[src/rtl/tty_ctrl.sv]
// tty_ctrl - character-stream controller feeding the VGA text renderer's
// character RAM. Accepts one character per bus write, interprets CR, LF, BS
// and FF, keeps a cursor, and scrolls by rotating a top-row pointer while
// blanking only the newly exposed line.
//
// Ports:
//   clk_50mhz  system clock
//   rst        synchronous active-high reset (restarts the full-screen clear)
//   BUS        write data, character in BUS[7:0]
//   Memwrite   write strobe, accepted when busy=0
//   busy       high while a command executes or a clear runs
//   ram_we     character-RAM write enable
//   ram_addr   write address, row*COLS+col
//   ram_din    write data
//   top_row    buffer row shown on the first screen line
//   cur_row    cursor row (buffer coordinates)
//   cur_col    cursor column
module tty_ctrl #(
  parameter int          COLS  = 80,
  parameter int          ROWS  = 30,
  parameter logic [7:0]  BLANK = 8'h20
) (
  input  logic        clk_50mhz,
  input  logic        rst,
  input  logic [31:0] BUS,
  input  logic        Memwrite,
  output logic        busy,
  output logic        ram_we,
  output logic [11:0] ram_addr,
  output logic [7:0]  ram_din,
  output logic [4:0]  top_row,
  output logic [4:0]  cur_row,
  output logic [6:0]  cur_col
);

  typedef enum logic [1:0] {IDLE, EXEC, CLR_LINE, CLR_ALL} state_t;

  localparam logic [11:0] CELLS    = 12'(ROWS * COLS);
  localparam logic [6:0]  LAST_COL = 7'(COLS - 1);
  localparam logic [4:0]  LAST_ROW = 5'(ROWS - 1);

  state_t      state;
  logic [7:0]  ch;
  logic [11:0] clr_base;
  logic [11:0] clr_cnt;

  logic        printable, is_bs, do_nl, clearing;
  logic [6:0]  exec_col;
  logic [4:0]  last_vis, nxt_row, nxt_top;
  logic [11:0] cur_addr;
  logic        unused_bus;

  assign unused_bus = ^BUS[31:8];

  always_comb begin
    printable = (ch >= 8'h20) && (ch <= 8'h7E);
    is_bs     = (ch == 8'h08) && (cur_col != '0);
    do_nl     = (printable && (cur_col == LAST_COL)) || (ch == 8'h0A);
    clearing  = (state == CLR_LINE) || (state == CLR_ALL);
    // BS writes the blank at the position the cursor moves back to
    exec_col  = is_bs ? cur_col - 7'd1 : cur_col;
    cur_addr  = 12'(cur_row) * 12'(COLS) + 12'(exec_col);
    last_vis  = (top_row == '0) ? LAST_ROW : top_row - 5'd1;
    nxt_row   = (cur_row == LAST_ROW) ? '0 : cur_row + 5'd1;
    nxt_top   = (top_row == LAST_ROW) ? '0 : top_row + 5'd1;
  end

  // Outputs decode the registered state so a clear's first write lands in the
  // first cycle after entering the clear state (including right after reset).
  always_comb begin
    busy     = (state != IDLE);
    ram_we   = !rst && (clearing || ((state == EXEC) && (printable || is_bs)));
    ram_addr = clearing ? clr_base + clr_cnt : cur_addr;
    ram_din  = ((state == EXEC) && printable) ? ch : BLANK;
  end

  always_ff @(posedge clk_50mhz) begin
    if (rst) begin
      state    <= CLR_ALL;
      ch       <= '0;
      clr_base <= '0;
      clr_cnt  <= '0;
      top_row  <= '0;
      cur_row  <= '0;
      cur_col  <= '0;
    end else begin
      case (state)
        IDLE: begin
          if (Memwrite) begin
            ch    <= BUS[7:0];
            state <= EXEC;
          end
        end
        EXEC: begin
          state <= IDLE;
          if (do_nl) begin
            cur_col <= '0;
            cur_row <= nxt_row;
            if (cur_row == last_vis) begin
              top_row  <= nxt_top;
              clr_base <= 12'(nxt_row) * 12'(COLS);
              clr_cnt  <= '0;
              state    <= CLR_LINE;
            end
          end else if (printable) begin
            cur_col <= cur_col + 7'd1;
          end else if (ch == 8'h0D) begin
            cur_col <= '0;
          end else if (is_bs) begin
            cur_col <= cur_col - 7'd1;
          end else if (ch == 8'h0C) begin
            top_row  <= '0;
            cur_row  <= '0;
            cur_col  <= '0;
            clr_base <= '0;
            clr_cnt  <= '0;
            state    <= CLR_ALL;
          end
        end
        CLR_LINE: begin
          clr_cnt <= clr_cnt + 12'd1;
          if (clr_cnt == 12'(COLS - 1)) state <= IDLE;
        end
        CLR_ALL: begin
          clr_cnt <= clr_cnt + 12'd1;
          if (clr_cnt == CELLS - 12'd1) state <= IDLE;
        end
        default: state <= IDLE;
      endcase
    end
  end

endmodule

[config.mk]
export PLATFORM = sky130hd
export DESIGN_NAME = tty_ctrl
export DESIGN_NICKNAME = d
export VERILOG_FILES = /design/src/rtl/tty_ctrl.sv
export SDC_FILE = /design/constraint.sdc
export NUM_CORES = 1
export LEC_CHECK = 0
export BUFFER_PORTS_ARGS = -buffer_cell sky130_fd_sc_hd__buf_2
export CORE_AREA = 2 2 86 88
export DETAILED_ROUTE_END_ITERATION = 7
export DIE_AREA = 0 0 88 90
export HOLD_SLACK_MARGIN = 0.06
export PLACE_DENSITY = 0.79
export REMOVE_ABC_BUFFERS = 1
export SLEW_MARGIN = 40
export SYNTH_ARGS = -nofsm -noshare
export SYNTH_HDL_FRONTEND = slang
export SYNTH_SLANG_ARGS = --single-unit
[constraint.sdc]
create_clock -name clk_50mhz -period 3.91 [get_ports clk_50mhz]
set_input_delay 0 -clock clk_50mhz [delete_from_list [all_inputs] [get_ports clk_50mhz]]
set_output_delay 0 -clock clk_50mhz [all_outputs]
set_load 0.01 [all_outputs]
==> flow_summary.json <==
{
  "drv_slew": 0,
  "fin_nets": 590,
  "routed_wl_mm": 9.01,
  "status": "finished, final reports clean",
  "wl_per_cell_um": 14.6,
  "num_vias": 3578,
  "tns_ns": 0,
  "avgSynthCellArea_um2": 7.84,
  "cp.required_ns": 3.91,
  "grt_pass1_vias": 3320,
  "cts_resized": 0,
  "dp.cells": 603,
  "post-route-util_pct": 60.4,
  "ys_ff_latch": 47,
  "dp_hpwl_mm": 6.46,
  "htreeDepth": 2,
  "dieArea_um2": 7920,
  "post-place-ws_ns": 0.783,
  "ys_async_sr_fraction_pct": 0,
  "initial_core_util_pct": 53.5,
  "globalRouteTotalUtil_pct": 23.3,
  "io_pins": 74,
  "whs_ns": 0.129,
  "synth.largest_area_cell": "dfxtp_1",
  "crit_buf_inv": 1,
  "antenna_found_initial": 0,
  "min_period_over_period_pct": 88.8,
  "synth_compound_area_share_pct": 20.9,
  "p_leak_nw": 1.82,
  "drc_errors": 0,
  "clk_latency_ns": 0.30,
  "synth_cells": 479,
  "stdcell_count": 619,
  "switchingPower_uw": 194,
  "slew_headroom_pct": 49.7,
  "core_um2": 7020,
  "io_buffers": 48,
  "path_clk_slew_ns": 0.09,
  "clockPowerShare_pct": 44.8,
  "grt_max_degree": 43,
  "drt_iter0_drc": 219,
  "area_delta_synth_final_pct": 12.9,
  "hold_viol": 0,
  "finalClockSkew_ns": 0.00756,
  "final_layout_size_suffix_gt1_share_pct": 13.3,
  "sw_frac_of_total_pct": 20.5,
  "powerDensity_nw_per_um2": 224,
  "synth_top_family_by_area": "simple AND/OR/NAND/NOR gates",
  "crit_fanout": 11,
  "muxShareOfSynthArea_pct": 1.67,
  "p_seq_share_pct": 51.0,
  "final_area_um2": 4240,
  "grt_pass1_wl_mm": 15.3,
  "peakVddDrop_v": 0.000166,
  "tightest_slew_ns": 0.755,
  "postCtsSetupRepairBufs": 0,
  "synth_ff_type": "dfxtp_1",
  "yosys-top-cells-area": "dfxtp_1 25%, ha_1 11%, nand2_1 5.7%, xnor2_1 4.9%, a21oi_1 4.8%",
  "arrival_ns": 3.47,
  "grt_overflow": 0,
  "cts_buffer_depth": 2,
  "maxCapViolCount": 0,
  "synth-seq-area-share_pct": 25.1,
  "timing.final.ws_setup_ns": 0.439,
  "yosys.area_share.xor_xnor_pct": 8.40,
  "cts_hold_buf": 8,
  "yosys.area_share.simple_pct": 25.9,
  "placed_area_um2": 4030,
  "critPathKind": "reg -> out",
  "end_kind": "output pin",
  "slowest_stage": "or2_2",
  "cp_cell_sequence": "nor4_2 -> nand3b_1 -> or2_2 -> nor2_1 -> xor2_1 -> ha_1 -> a21o_1 -> a21oi_1 -> nor2_1 -> a311oi_1 -> a21oi_1 -> buf_2",
  "yosysUniqueCellTypes": 63,
  "synth_area_um2": 3750,
  "setup_viol_count_final": 0,
  "rows": 31,
  "drt_pass1_iterations": 4,
  "viasPerCell": 5.78,
  "power_uw": 950,
  "fmax_ghz": 0.288,
  "cts-root-buf": "clkbuf_8",
  "tritoncts": "done",
  "synth_commonest_cells": "57 x nand2_1, 47 x dfxtp_1, 36 x a21oi_1, 32 x ha_1, 30 x nor2_1",
  "rsz0062_at_grt": "false",
  "internal_power_uw": 755,
  "power_frac_comb_pct": 4.2,
  "clock-sinks": 47,
  "antenna_cells": 0,
  "finalCriticalPeriod_ns": 3.47,
  "gp_congestion": 0.843,
  "synth_fa_ha_area_share_pct": 12.8,
  "antenna_left": 0,
  "startpoint_type": "flip-flop",
  "die_w_um": 88,
  "path_delay_family": "simple AND/OR/NAND/NOR gates",
  "synth-warning-count": 0,
  "die_h_um": 90,
  "synth_edf_count": 0,
  "critPathMaxStageDelay_ns": 0.44,
  "cts_buffers": 5,
  "yosysMostFrequentCell": "nand2_1",
  "hold_class": "in -> reg",
  "synth_top_area_share_pct": 25.1
}
==> sequential cells by signal, indices dropped and copies added (netlist names) <==
| signal | cells |
|---|---|
| clr_base | 8 |
| top_row | 5 |
| ch | 8 |
| clr_cnt | 12 |
| cur_row | 5 |
| state | 2 |
| cur_col | 7 |
==> placed cells by master (no fill, tap or decap), types with 11 or more instances in the layout <==
master	synthesis	final
a21oi_1	36	36
and3_1	11	11
buf_2	3	48
dfxtp_1	47	47
ha_1	32	32
inv_1	21	21
nand2_1	57	57
nand3_1	23	23
nand3b_1	11	11
nor2_1	30	30
nor3_1	12	12
o21ai_0	27	27
xnor2_1	21	21
xor2_1	15	15
==> logic make-up after synthesis <==
logic type / after synthesis
mux: 6
buf+inv: 47
other cells: 1
flops: 47
compound gates: 119
xor+xnor: 36
fa+ha+maj: 36
simple gates: 187
==> path summary, 6_finish.rpt <==
kind         startpoint      endpoint  depth (start not counted)  slack, ns
max               ch[7]  ram_addr[11]                         12       0.44
min            Memwrite      state[0]                          3       0.13
max reg2reg  cur_row[1]  clr_base[10]                         10       0.95
min reg2reg       ch[6]         ch[6]                          2       0.51
==> power by group through the flow <==
| stage | combinational, mW | clock, mW | sequential, mW |
|---|---|---|---|
| 2_1_floorplan | 0.0162 | 0 | 0.495 |
| 3_3_place_gp | 0.0321 | 0 | 0.495 |
| 3_5_place_dp | 0.0332 | 0 | 0.495 |
| 4_1_cts | 0.0393 | 0.429 | 0.484 |
| 5_1_grt | 0.0438 | 0.452 | 0.485 |
| 6_report | 0.0397 | 0.426 | 0.484 |
==> layer usage <==
layer  track usage [%]  vias up  wire length [um]
met5                 0        -                 0
met3              2.48       11               351
met4              6.79        0               118
li1                  -     1795                 -
met1              31.7     1691              4280
met2              38.7       81              4260
==> tightest hold or removal path, delay by kind of cell <==
family | cells | cell delay [ns]
buffers and inverters | 1 | 0.09
and+or+nand+nor | 2 | 0.31
==> layout make-up <==
cell class              count  area, um^2
clock inverters             2        60.1
repair buffers             59         343
inverters                  21        78.8
fillers                   633        2780
well taps                  99         124
clock buffers               6        72.6
multi-input cells         385        2620
flip-flops and latches     47         941
Power figures use the tool's default switching activity.
